<file path="config.mk">
export PLATFORM = sky130hd
export DESIGN_NAME = alu_share_arb
export DESIGN_NICKNAME = d
export VERILOG_FILES = /design/src/rtl/alu_pkg.sv /design/src/rtl/alu32.sv /design/src/rtl/alu_rsp_fifo.sv /design/src/rtl/alu_share_arb.sv
export SDC_FILE = /design/constraint.sdc
export NUM_CORES = 1
export LEC_CHECK = 0
export ABC_AREA = 1
export BUFFER_PORTS_ARGS = -buffer_cell sky130_fd_sc_hd__buf_2
export CORE_MARGIN = 2
export CORE_UTILIZATION = 30
export DETAILED_ROUTE_END_ITERATION = 8
export GPL_ROUTABILITY_DRIVEN = 0
export MAX_ROUTING_LAYER = met4
export PLACE_DENSITY_LB_ADDON = 0.05
export SLEW_MARGIN = 20
export SYNTH_ARGS = -nofsm -noshare
export SYNTH_HDL_FRONTEND = slang
export SYNTH_SLANG_ARGS = --single-unit
</file>
<file path="constraint.sdc">
create_clock -name clk -period 9.64 [get_ports clk]
set_clock_uncertainty 0.1 [all_clocks]
set_input_delay 1.928 -clock clk [delete_from_list [all_inputs] [get_ports clk]]
set_output_delay 1.928 -clock clk [all_outputs]
set_load 0.1 [all_outputs]
</file>
<file path="src/rtl/alu_pkg.sv">
// Shared ALU definitions: op code numbering and the width of a response record
// ({data, tag, err}) carried from the ALU stage into the per-requester FIFOs.
package alu_pkg;

   localparam logic [5:0] OP_ADDI  = 6'd0;
   localparam logic [5:0] OP_SLTI  = 6'd1;
   localparam logic [5:0] OP_SLTIU = 6'd2;
   localparam logic [5:0] OP_XORI  = 6'd3;
   localparam logic [5:0] OP_ORI   = 6'd4;
   localparam logic [5:0] OP_ANDI  = 6'd5;
   localparam logic [5:0] OP_SLLI  = 6'd6;
   localparam logic [5:0] OP_SRLI  = 6'd7;
   localparam logic [5:0] OP_SRAI  = 6'd8;
   localparam logic [5:0] OP_ADD   = 6'd9;
   localparam logic [5:0] OP_SUB   = 6'd10;
   localparam logic [5:0] OP_SLL   = 6'd11;
   localparam logic [5:0] OP_SLT   = 6'd12;
   localparam logic [5:0] OP_SLTU  = 6'd13;
   localparam logic [5:0] OP_XOR   = 6'd14;
   localparam logic [5:0] OP_SRL   = 6'd15;
   localparam logic [5:0] OP_SRA   = 6'd16;
   localparam logic [5:0] OP_OR    = 6'd17;
   localparam logic [5:0] OP_AND   = 6'd18;
   localparam logic [5:0] OP_MAX   = OP_AND;

   // Response record width excluding the tag: 32 data bits plus the error flag.
   localparam int RSP_BASE_W = 33;

endpackage

</file>
<file path="src/rtl/alu32.sv">
// Combinational 32-bit ALU; immediate forms take the immediate on rv2, and all
// shifts use only rv2[4:0].
module alu32
   import alu_pkg::*;
(
   input  logic [5:0]  op,
   input  logic [31:0] rv1,
   input  logic [31:0] rv2,
   output logic [31:0] result
);

   always_comb begin
      result = '0;
      case (op)
         OP_ADDI, OP_ADD:  result = rv1 + rv2;
         OP_SUB:           result = rv1 - rv2;
         OP_SLTI, OP_SLT:  result = {31'b0, $signed(rv1) < $signed(rv2)};
         OP_SLTIU, OP_SLTU: result = {31'b0, rv1 < rv2};
         OP_XORI, OP_XOR:  result = rv1 ^ rv2;
         OP_ORI, OP_OR:    result = rv1 | rv2;
         OP_ANDI, OP_AND:  result = rv1 & rv2;
         OP_SLLI, OP_SLL:  result = rv1 << rv2[4:0];
         OP_SRLI, OP_SRL:  result = rv1 >> rv2[4:0];
         OP_SRAI, OP_SRA:  result = $signed(rv1) >>> rv2[4:0];
         default:          result = '0;
      endcase
   end

endmodule

</file>
<file path="src/rtl/alu_rsp_fifo.sv">
// Small synchronous FIFO holding ALU responses for one requester; push and pop
// may coincide in any state, including full.
module alu_rsp_fifo #(
   parameter int DEPTH = 2,
   parameter int W     = 37
) (
   input  logic         clk,
   input  logic         reset,
   input  logic         push,
   input  logic         pop,
   input  logic [W-1:0] din,
   output logic [W-1:0] dout,
   output logic         full,
   output logic         empty
);

   localparam int PW = (DEPTH > 1) ? $clog2(DEPTH) : 1;
   localparam int CW = $clog2(DEPTH + 1);

   logic [W-1:0]  mem [DEPTH];
   logic [PW-1:0] rd_ptr;
   logic [PW-1:0] wr_ptr;
   logic [CW-1:0] count;

   function automatic logic [PW-1:0] bump(input logic [PW-1:0] p);
      return (p == PW'(DEPTH - 1)) ? '0 : p + 1'b1;
   endfunction

   always_ff @(posedge clk) begin
      if (reset) begin
         rd_ptr <= '0;
         wr_ptr <= '0;
         count  <= '0;
      end else begin
         if (push) wr_ptr <= bump(wr_ptr);
         if (pop)  rd_ptr <= bump(rd_ptr);
         count <= count + CW'(push) - CW'(pop);
      end
   end

   // When full, a simultaneous push overwrites the slot being popped this cycle.
   always_ff @(posedge clk) begin
      if (push) mem[wr_ptr] <= din;
   end

   assign dout  = mem[rd_ptr];
   assign full  = (count == CW'(DEPTH));
   assign empty = (count == '0);

endmodule

</file>
<file path="src/rtl/alu_share_arb.sv">
// Two requesters share one alu32: round-robin grant with credit-based admission,
// one registered operand stage, then a response FIFO per requester.
module alu_share_arb
   import alu_pkg::*;
#(
   parameter int TAG_W     = 4,
   parameter int RSP_DEPTH = 2
) (
   input  logic                  clk,
   input  logic                  reset,
   input  logic [1:0]            req_valid,
   output logic [1:0]            req_ready,
   input  logic [1:0][5:0]       req_op,
   input  logic [1:0][31:0]      req_rv1,
   input  logic [1:0][31:0]      req_rv2,
   input  logic [1:0][TAG_W-1:0] req_tag,
   output logic [1:0]            rsp_valid,
   input  logic [1:0]            rsp_ready,
   output logic [1:0][31:0]      rsp_data,
   output logic [1:0][TAG_W-1:0] rsp_tag,
   output logic [1:0]            rsp_err
);

   localparam int RSP_W = RSP_BASE_W + TAG_W;
   localparam int CW    = $clog2(RSP_DEPTH + 1);
   localparam logic [CW-1:0] CMAX = CW'(RSP_DEPTH);

   logic [1:0][CW-1:0]    cnt;
   logic [1:0]            eligible;
   logic [1:0]            push;
   logic [1:0]            pop;
   logic [1:0]            full;
   logic [1:0]            empty;
   logic                  last_grant;
   logic                  s1_valid;
   logic                  s1_owner;
   logic [5:0]            s1_op;
   logic [31:0]           s1_rv1;
   logic [31:0]           s1_rv2;
   logic [TAG_W-1:0]      s1_tag;
   logic [31:0]           alu_result;
   logic                  s1_err;
   logic [RSP_W-1:0]      s1_rsp;
   logic [1:0][RSP_W-1:0] fifo_dout;

   // A credit per outstanding op guarantees FIFO space, so S1 never stalls.
   always_comb begin
      eligible  = '0;
      req_ready = '0;
      for (int i = 0; i < 2; i++) begin
         eligible[i] = req_valid[i] && (cnt[i] < CMAX);
      end
      if (!reset) begin
         if (eligible == 2'b11) req_ready = last_grant ? 2'b01 : 2'b10;
         else                   req_ready = eligible;
      end
   end

   always_ff @(posedge clk) begin
      if (reset) begin
         s1_valid   <= 1'b0;
         last_grant <= 1'b1;
         cnt        <= '0;
      end else begin
         s1_valid <= |req_ready;
         if (|req_ready) begin
            s1_owner   <= req_ready[1];
            s1_op      <= req_op[req_ready[1]];
            s1_rv1     <= req_rv1[req_ready[1]];
            s1_rv2     <= req_rv2[req_ready[1]];
            s1_tag     <= req_tag[req_ready[1]];
            last_grant <= req_ready[1];
         end
         for (int i = 0; i < 2; i++) begin
            cnt[i] <= cnt[i] + CW'(req_ready[i]) - CW'(pop[i]);
         end
      end
   end

   alu32 u_alu (
      .op     (s1_op),
      .rv1    (s1_rv1),
      .rv2    (s1_rv2),
      .result (alu_result)
   );

   // Illegal op codes still complete, returning zero data with the error flag.
   assign s1_err    = (s1_op > OP_MAX);
   assign s1_rsp    = {s1_err ? 32'd0 : alu_result, s1_tag, s1_err};
   assign push      = s1_valid ? (s1_owner ? 2'b10 : 2'b01) : 2'b00;
   assign rsp_valid = ~empty;
   assign pop       = rsp_valid & rsp_ready;

   for (genvar g = 0; g < 2; g++) begin : g_rsp
      alu_rsp_fifo #(
         .DEPTH (RSP_DEPTH),
         .W     (RSP_W)
      ) u_fifo (
         .clk   (clk),
         .reset (reset),
         .push  (push[g]),
         .pop   (pop[g]),
         .din   (s1_rsp),
         .dout  (fifo_dout[g]),
         .full  (full[g]),
         .empty (empty[g])
      );
      assign {rsp_data[g], rsp_tag[g], rsp_err[g]} = fifo_dout[g];
   end

   // Credit accounting must never wrap; a wrap means the admission logic is broken.
   always_ff @(posedge clk) begin
      if (!reset) begin
         for (int i = 0; i < 2; i++) begin
            assert (!(req_ready[i] && !pop[i] && cnt[i] == CMAX));
            assert (!(pop[i] && !req_ready[i] && cnt[i] == '0));
            assert (!(push[i] && full[i] && !pop[i]));
         end
      end
   end

endmodule

</file>
==> impl_metrics.csv, run 1 <==
group,metric,value,unit
run_status,status,"finished clean",
clocking,clk_transition_reported_paths,0.06,ns
worst_setup_path,critPathTopFamily,"buffers and inverters",
placement,port-buffer-count,231,
job,max_cap_viol_count,0,
yosys,mappedNetlistArea,19800,um2
placement,pre_cts_ws,4.13,ns
worst_setup_path,worstPathBufferInverterCount,3,
placement,dp_hpwl,62.2,mm
timing,period_share,56.5,%
worst_setup_path,cp_data_arrival_time,3.42,ns
clocking,cts_num_sinks,239,
yosys,ys.warnings.count,0,
global_routing,first_pass_grt_wire_length,118,mm
die,initial_core_util,30.2,%
yosys,synth_nets,3137,
routing,ratio_of_routed_vias_to_standard_cells,5.06,
final_layout,nets,3301,
timing,hold_ws,0.345,ns
yosys,synth.top_cell.area_share,33.9,%
worst_setup_path,critPathCaptureType,"output pin",
final_layout,drive_gt1_share,13.3,%
power,clock_power_share,17.0,%
die,chipHeight,261,um
yosys,postSynthRegisterBits,239,
power,finalPower,6.10,mW
timing,timing.setup.tns,0,ns
die,core,65500,um2
yosys,synth.yosys.seq_area_share,35.5,%
final_layout,area_growth_syn_to_layout,13.9,%
timing,report.final.hold_viol_count,0,
clocking,ctsHoldBuffers,0,
routing,dr_total_vias,19800,
timing,setup_ws,4.19,ns
power,combPwrFrac,57.5,%
final_layout,multi_input_area,10900,um2
timing,max_freq,0.184,GHz
worst_setup_path,critPathMostFrequentCell,"buf_2",
worst_setup_path,crit_path_max_incr_delay,0.48,ns
worst_setup_path,worstSetupPathType,"input port to output pin",
die,placementRows,94,
final_layout,design_area,22500,um2
die,dieWidth,261,um
power,net_switching_power,3.26,mW
global_routing,overflow,0,
placement,post-place-cells,3871,
power,power.density,271,nW/um2
clocking,postCtsResizedCells,0,
hold_path,min-delay-path-class,"flip-flop to flip-flop",
clocking,ctsLongestPathBuffers,3,
timing,finalSetupViolCount,0,
yosys,synth.avg_cell_area,6.88,um2
routing,drc_errors,0,
global_routing,grt_antenna_before_repair,3,
die,i_o_pin_count,232,
global_routing,grt_usage,23.9,%
final_layout,final_core_util,34.4,%
power,switching_power_as_a_share_of_total_power,53.5,%
clocking,tritoncts_clock_tree,"built",
global_routing,vias_in_the_first_global_route,19300,
clocking,clock_tree.root_cell,"clkbuf_16",
routing,wire_per_inst,20.4,um
clocking,post-cts-setup-buffer-count,0,
yosys,synth_top_cell_by_area,"edfxtp_1",
routing,dr.pass1.iters,5,
worst_setup_path,crit_chain,"buf_2 -> nor2_1 -> nand2_4 -> inv_2 -> buf_2",
power,vdd.ir_drop.worst,121,uV
power,sequentialPowerShare,25.4,%
worst_setup_path,wp_data_required,7.61,ns
power,total_leakage_power,11.1,nW
worst_setup_path,cpMaxStageDelayCell,"nand2_4",
timing,timing.final.max_slew_violations,0,
routing,initialDrtViolationCount,1550,
routing,final_antenna_net_count,0,
yosys,netlist_instances,2873,
timing,worst_slew_pin_slew,0.943,ns
timing,relSlewSlack,37.1,%
clocking,clock_insertion_delay_worst_skew,0.59,ns
routing,total_detailed_routing_wirelength,80.1,mm
final_layout,filler_cell_count,7207,
clocking,cts_buffers,28,
die,die-area,68000,um2
placement,place_area,21600,um2
yosys,ys_types,48,
timing,rsz0062_at_grt,"no",
yosys,post_synth_main_area_contributors,"edfxtp_1, nand2_1, nand3_1",
final_layout,antenna_cells,0,
final_layout,regArea,7020,um2
final_layout,layoutNonFillerInstCount,3919,
timing,period_needed,5.45,ns
power,power_report.internal_total,2.84,mW
global_routing,maximum_number_of_pins_on_one_net_before_global_route_repair,78,
worst_setup_path,timing.critical_path.fanout_max,77,
clocking,number_of_levels_in_the_clock_h_tree,1,
worst_setup_path,critPathLaunchType,"input port",
[power groups by stage]
stage                     Sequential (mW)  Clock, mW  Combinational, mW
after global placement               1.57          0               3.48
after global routing                 1.57       1.12               3.82
after detailed placement             1.57          0               3.48
after floorplan                      1.51          0               2.58
after CTS                            1.55       1.08               3.50
final                                1.55       1.04               3.51
[final cells by class]
| class | instances | share of cell area, % |
|---|---|---|
| clock inverter | 11 | 0.411 |
| inverter | 353 | 5.90 |
| timing repair buffer | 253 | 5.86 |
| clock buffer | 37 | 3.58 |
| sequential | 239 | 31.2 |
| tap | 864 | 4.80 |
| multi-input combinational | 2162 | 48.3 |
[registers in the layout, summed over array words and instances (netlist names), named ones only]
signal               cells
s1_tag                   4
s1_rv1                  32
g_rsp.u_fifo.wr_ptr      2
cnt                      4
s1_op                    6
g_rsp.u_fifo.rd_ptr      2
s1_rv2                  32
s1_valid                 1
g_rsp.u_fifo.count       4
g_rsp.u_fifo.mem       148
last_grant               1
s1_owner                 1
[layout by cell type (no fill, tap or decap), drive strengths merged, types with 5 or more instances in the layout]
cell type / Yosys / final
buf: 92 / 253
nand2: 1046 / 1046
ha: 108 / 108
xor2: 6 / 6
nand4: 23 / 23
and2: 15 / 15
o211ai: 18 / 18
o22ai: 11 / 11
mux2: 74 / 74
edfxtp: 223 / 223
clkinv: 4 / 12
nand3b: 5 / 5
a31oi: 5 / 5
nor2: 216 / 216
o21bai: 12 / 12
dfxtp: 16 / 16
clkbuf: 27 / 37
nand3: 427 / 427
a21oi: 91 / 91
inv: 349 / 350
o21ai: 65 / 65
nor3: 26 / 26
[worst reg2reg max path, cell delays in order, from the launching register on]
cell and delay (ns):
edfxtp_1 0.32, buf_4 0.57, clkinv_1 0.17, buf_4 0.26, buf_4 0.34, ha_1 0.32
nor2_1 0.12, nand2_1 0.08, nand2_1 0.13, inv_1 0.09, nand2_1 0.07, nand3_1 0.26
nand2_1 0.14, o211ai_1 0.09, nand2_1 0.18, nand3_1 0.29
[cell families after synthesis]
| kind of cell | count (synthesis) | share of synthesized area, % |
|---|---|---|
| flip-flops | 239 | 35.5 |
| AO/OA/AOI/OAI | 209 | 5.90 |
| buffers and inverters | 472 | 9.74 |
| adder cells (fa/ha/maj) | 110 | 7.04 |
| AND/OR/NAND/NOR | 1762 | 37.3 |
| multiplexers | 74 | 4.21 |
| XOR/XNOR | 7 | 0.310 |
[path summary, 6_finish.rpt]
kind,to,cells after the start,slack (ns),from
hold reg to reg,g_rsp[1].u_fifo.count[1],1,0.35,g_rsp[1].u_fifo.count[1]
setup reg to reg,g_rsp[0].u_fifo.mem[1][17],15,5.75,s1_rv2[2]
setup / recovery,req_ready[1],5,4.19,reset
hold / removal,g_rsp[1].u_fifo.count[1],1,0.35,g_rsp[1].u_fifo.count[1]
[layer usage]
| layer | vias to the layer above | routed length [um] | GRT usage, % |
|---|---|---|---|
| li1 | 9650 | - | - |
| met1 | 9392 | 35800 | 31.3 |
| met2 | 666 | 37300 | 38.6 |
| met3 | 128 | 4330 | 2.38 |
| met4 | 0 | 2690 | 7.59 |
| met5 | - | 0 | - |
[synthesized netlist by cell type (all sizes together)]
cell type	instances
nand4	23
and2	15
dfxtp	16
o2111ai	1
xor2	6
o31ai	1
a31oi	5
o21bai	12
a21boi	1
nand3	427
a21oi	91
o22ai	11
buf	92
a21o	1
inv	349
o211ai	18
o21ai	65
nand2	1046
mux2	74
nand3b	5
nor2	216
clkbuf	27
ha	108
o21a	1
fa	2
o221ai	1
or2	4
xnor2	1
clkinv	4
edfxtp	223
nor3	26
a22o	1
No activity file was read; power rests on OpenSTA's default activity.
==> run 2: changes to the inputs <==
clock period = 5.5 ns   (was 9.64 ns; I/O delays follow)
==> impl_metrics.csv, run 2 (synthesis gave the netlist of run 1 again) <==
group,metric,value,unit
worst_setup_path,critPathLaunchType,"flip-flop",
routing,drc_errors,0,
global_routing,overflow,0,
worst_setup_path,cp_data_arrival_time,3.68,ns
global_routing,first_pass_grt_wire_length,118,mm
routing,initialDrtViolationCount,1786,
worst_setup_path,worstPathBufferInverterCount,1,
power,power.density,474,nW/um2
hold_path,min-delay-path-class,"flip-flop to flip-flop",
routing,total_detailed_routing_wirelength,80.4,mm
global_routing,grt_antenna_before_repair,0,
final_layout,filler_cell_count,7118,
hold_path,hold_end,"g_rsp[1].u_fifo.count[1]",
clocking,clock_insertion_delay_worst_skew,0.59,ns
power,switching_power_as_a_share_of_total_power,53.6,%
worst_setup_path,flop2flop_setup_slack,1.97,ns
clocking,postCtsResizedCells,0,
timing,period_share,64.2,%
clocking,ctsHoldBuffers,0,
run_status,status,"finished clean",
worst_setup_path,crit_path_max_incr_delay,0.67,ns
worst_setup_path,critical_path.reg2reg.endpoint,"g_rsp[1].u_fifo.mem[0][13]",
routing,ratio_of_routed_vias_to_standard_cells,5.05,
clocking,ctsLongestPathBuffers,3,
job,max_cap_viol_count,0,
clocking,number_of_levels_in_the_clock_h_tree,1,
routing,final_antenna_net_count,0,
clocking,clk_transition_reported_paths,0.06,ns
timing,relSlewSlack,39.1,%
timing,timing.final.max_slew_violations,0,
worst_setup_path,crit_chain,"clkinv_1 -> ha_1 -> nand3_1 -> nand3_1 -> nand2_1 -> nand3_1 -> o21ai_0 -> a21oi_1 -> nor3_1 -> nand2_1",
die,chipHeight,261,um
final_layout,layout_commonest_cell,"nand2_1",
timing,report.final.hold_viol_count,0,
timing,finalSetupViolCount,0,
final_layout,top_regs,"g_rsp.u_fifo.mem x148, s1_rv1 x32, s1_rv2 x32",
die,dieWidth,261,um
global_routing,grt_usage,23.9,%
die,i_o_pin_count,232,
worst_setup_path,wp_data_required,5.65,ns
placement,port-buffer-count,231,
final_layout,top_reg_by_flops,"g_rsp.u_fifo.mem",
power,sequentialPowerShare,25.8,%
placement,dp_hpwl,63.3,mm
timing,max_freq,0.283,GHz
die,initial_core_util,30.2,%
hold_path,hold_path_depth,1,
timing,worst_slew_pin_slew,0.913,ns
final_layout,drive_gt1_share,13.2,%
routing,wire_per_inst,20.5,um
timing,timing.setup.tns,0,ns
worst_setup_path,regToRegStartpoint,"s1_rv2[2]",
worst_setup_path,worstSetupPathType,"flip-flop to flip-flop",
power,net_switching_power,5.74,mW
final_layout,nets,3302,
worst_setup_path,critPathMostFrequentCell,"nand3_1",
worst_setup_path,critPathTopFamily,"simple AND/OR/NAND/NOR gates",
hold_path,hold_path.startpoint,"g_rsp[1].u_fifo.count[1]",
clocking,tritoncts_clock_tree,"built",
timing,rsz0062_at_grt,"no",
worst_setup_path,cpMaxStageDelayCell,"ha_1",
routing,dr_total_vias,19800,
worst_setup_path,timing.critical_path.fanout_max,22,
worst_setup_path,cell_count_of_the_worst_reg_to_reg_path,10,
die,core,65500,um2
global_routing,maximum_number_of_pins_on_one_net_before_global_route_repair,77,
clocking,cts_buffers,27,
clocking,cts_num_sinks,239,
timing,period_needed,3.53,ns
clocking,clock_tree.root_cell,"clkbuf_16",
final_layout,max_reg_flops,148,
final_layout,area_growth_syn_to_layout,14.0,%
power,total_leakage_power,11.0,nW
power,clock_power_share,16.7,%
power,power_report.internal_total,4.96,mW
clocking,post-cts-setup-buffer-count,0,
power,combPwrFrac,57.5,%
power,finalPower,10.7,mW
global_routing,vias_in_the_first_global_route,18800,
power,vdd.ir_drop.worst,214,uV
final_layout,layout_common_cells,"nand2_1, nand3_1, inv_1, buf_2, edfxtp_1",
die,placementRows,94,
die,die-area,68000,um2
routing,dr.pass1.iters,6,
worst_setup_path,critPathCaptureType,"flip-flop",
run 2: worst max path at each step:
stage          cells past startpoint  startpoint  slack (ns)                    endpoint
2_1_floorplan                      4       reset        0.08                    s1_op[0]
3_3_place_gp                       5       reset        1.98                req_ready[0]
3_5_place_dp                       5       reset        1.95                req_ready[0]
4_1_cts                            2   flip-flop        1.72                rsp_data[10]
5_1_grt                           15   s1_rv2[2]        1.74  g_rsp[0].u_fifo.mem[0][25]
6_report                          10   s1_rv2[2]        1.97  g_rsp[1].u_fifo.mem[0][13]
run 2: per-layer routing:
metal	up-vias	track usage, %	part of all wire, %	routed length, um
met1	9418	31.7	45	36100
li1	9653	-	-	-
met4	0	6.71	2.9	2360
met5	-	-	0	0
met3	113	2.50	5.7	4580
met2	629	38.5	47	37400
run 2: power groups by stage:
stage               registers, mW  clock network [mW]  logic [mW]
finish                       2.76                1.79        6.14
global route                 2.80                1.92        6.68
CTS                          2.77                1.85        6.12
detailed placement           2.80                   0        6.10
global placement             2.80                   0        6.08
floorplan                    2.63                   0        4.53
run 2: final cells by class:
| class | count | area [um2] | area share [%] |
|---|---|---|---|
| multi-input cells | 2162 | 10900 | 48.3 |
| flip-flops and latches | 239 | 7020 | 31.2 |
| repair buffers | 255 | 1350 | 5.99 |
| inverters | 353 | 1330 | 5.90 |
| well taps | 864 | 1080 | 4.80 |
| clock buffers | 34 | 702 | 3.11 |
| clock inverters | 16 | 170 | 0.755 |
| diodes | 1 | 2.50 | 0.0111 |
run 2: metrics by stage:
| step | setup WS [ns] | cells | utilization [%] | hold WS [ns] | instance area (um2) |
|---|---|---|---|---|---|
| floorplan | 0.0804 | 2873 | - | 0.314 | 19800 |
| global placement | 1.98 | 3873 | 33.1 | 0.341 | 21700 |
| detailed placement | 1.95 | 3873 | 33.1 | 0.335 | 21700 |
| CTS | 1.72 | 3923 | 34.4 | 0.346 | 22500 |
| global route | 1.74 | 3923 | 34.4 | 0.367 | 22500 |
| finish | 1.97 | 3924 | 34.4 | 0.346 | 22500 |
run 2: worst reg2reg max path: stages, from the launching register on:
cell and delay [ns]:
edfxtp_1 0.35, clkinv_1 0.56, ha_1 0.68, nand3_1 0.13
nand3_1 0.20, nand2_1 0.12, nand3_1 0.17, o21ai_0 0.21
a21oi_1 0.06, nor3_1 0.40, nand2_1 0.25
==> run 3: changes to the inputs <==
clock period = 3.35 ns   (was 5.5 ns; I/O delays follow)
==> impl_metrics.csv, run 3 (synthesis gave the netlist of run 1 again) <==
group,metric,value,unit
run_status,status,"finished clean",
final_layout,final_core_util,35.2,%
timing,timing.final.max_slew_violations,0,
timing,max_freq,0.319,GHz
die,core,65500,um2
worst_setup_path,regToRegStartpoint,"s1_rv1[17]",
clocking,ctsLongestPathBuffers,3,
worst_setup_path,cpMaxStageDelayCell,"nor2_1",
placement,pre_cts_ws,0.259,ns
worst_setup_path,wp_data_required,3.52,ns
routing,total_detailed_routing_wirelength,83.4,mm
final_layout,design_area,23100,um2
worst_setup_path,crit_path_max_incr_delay,0.46,ns
final_layout,max_reg_flops,148,
clocking,clk_transition_reported_paths,0.07,ns
clocking,cts_num_sinks,239,
die,initial_core_util,30.2,%
final_layout,layout_commonest_cell,"nand2_1",
routing,dr.pass1.iters,6,
worst_setup_path,worstSetupPathType,"flip-flop to flip-flop",
global_routing,grt_antenna_before_repair,1,
timing,timing.setup.tns,0,ns
timing,setup_ws,0.212,ns
power,total_leakage_power,11.4,nW
clocking,clock_insertion_delay_worst_skew,0.58,ns
final_layout,antenna_cells,0,
routing,initialDrtViolationCount,1870,
clocking,tritoncts_clock_tree,"built",
timing,rsz0062_at_grt,"no",
global_routing,overflow,0,
die,placementRows,94,
timing,finalSetupViolCount,0,
worst_setup_path,critical_path.reg2reg.endpoint,"g_rsp[1].u_fifo.mem[1][27]",
placement,place_area,22200,um2
final_layout,layout_common_cells,"nand2_1, nand3_1, inv_1, buf_2, edfxtp_1",
worst_setup_path,setup.worst_path.start,"s1_rv1[17]",
worst_setup_path,crit_chain,"inv_1 -> ha_1 -> nor2_1 -> nand2_1 -> nor2_1 -> nand3_1 -> nand3_1 -> nand2_1 -> nand3_1 -> nand2_1 -> inv_1 -> nand2_1",
global_routing,maximum_number_of_pins_on_one_net_before_global_route_repair,71,
timing,worst_slew_pin_slew,0.767,ns
timing,period_needed,3.14,ns
global_routing,first_pass_grt_wire_length,122,mm
routing,wire_per_inst,21.0,um
final_layout,top_regs,"g_rsp.u_fifo.mem x148, s1_rv1 x32, s1_rv2 x32",
worst_setup_path,timing.critical_path.fanout_max,9,
clocking,ctsHoldBuffers,0,
worst_setup_path,cp_data_arrival_time,3.31,ns
global_routing,vias_in_the_first_global_route,19300,
die,i_o_pin_count,232,
timing,relSlewSlack,48.9,%
worst_setup_path,flop2flop_setup_slack,0.21,ns
final_layout,top_reg_by_flops,"g_rsp.u_fifo.mem",
worst_setup_path,critPathLaunchType,"flip-flop",
placement,port-buffer-count,231,
hold_path,hold_path_depth,3,
timing,period_share,93.7,%
placement,post-place-cells,3928,
timing,hold_ws,0.251,ns
hold_path,min-delay-path-class,"input port to flip-flop",
final_layout,drive_gt1_share,14.8,%
worst_setup_path,critPathMostFrequentCell,"nand2_1",
clocking,cts_buffers,28,
routing,ratio_of_routed_vias_to_standard_cells,5.06,
placement,dp_hpwl,67.2,mm
job,max_cap_viol_count,0,
clocking,post-cts-setup-buffer-count,0,
power,vdd.ir_drop.worst,370,uV
final_layout,area_growth_syn_to_layout,16.6,%
clocking,clock_tree.root_cell,"clkbuf_16",
worst_setup_path,critPathCaptureType,"flip-flop",
hold_path,hold_end,"s1_rv1[19]",
die,die-area,68000,um2
routing,dr_total_vias,20100,
timing,report.final.hold_viol_count,0,
hold_path,hold_path.startpoint,"req_rv1[51]",
die,chipHeight,261,um
final_layout,nets,3358,
power,finalPower,17.8,mW
clocking,postCtsResizedCells,0,
global_routing,grt_usage,24.9,%
routing,drc_errors,0,
power,power.density,773,nW/um2
worst_setup_path,cell_count_of_the_worst_reg_to_reg_path,12,
final_layout,layoutNonFillerInstCount,3978,
routing,final_antenna_net_count,0,
clocking,number_of_levels_in_the_clock_h_tree,1,
die,dieWidth,261,um
## run 3: power by group
part,total (mW),leakage [nW],switching [mW],internal [mW]
clock network,2.86,0.412,1.25,1.61
registers,4.42,2.23,0.381,4.04
logic,10.6,8.71,7.94,2.62
## run 3: critical path, delay by kind of cell (launching register included)
kind / cells / cell delay [ns]
buf+inv: 2 / 0.14
fa+ha+maj: 1 / 0.45
flops: 1 / 0.45
simple gates: 9 / 1.68
## run 3: worst max path at each step
stage,end,slack (ns),depth (start not counted)
after floorplan,cnt[1],0.12,8
final,g_rsp[1].u_fifo.mem[1][27],0.21,12
after CTS,g_rsp[1].u_fifo.mem[1][36],0.25,13
after global routing,g_rsp[0].u_fifo.mem[0][27],0.04,12
after detailed placement,g_rsp[1].u_fifo.mem[1][36],0.26,13
after global placement,g_rsp[0].u_fifo.mem[0][36],0.30,14
## run 3: area by class of cell
class,count,area (um2)
Clock inverter,17,128
Fill cell,7102,42500
Inverter,353,1330
Clock buffer,33,719
Timing Repair Buffer,310,1900
Sequential cell,239,7020
Tap cell,864,1080
Multi-Input combinational cell,2162,10900
## run 3: routing by layer
layer | share of wire, % | track usage (%)
met5 | 0 | -
met4 | 2.6 | 6.37
met3 | 5.8 | 2.74
met2 | 47 | 40.7
met1 | 45 | 32.7
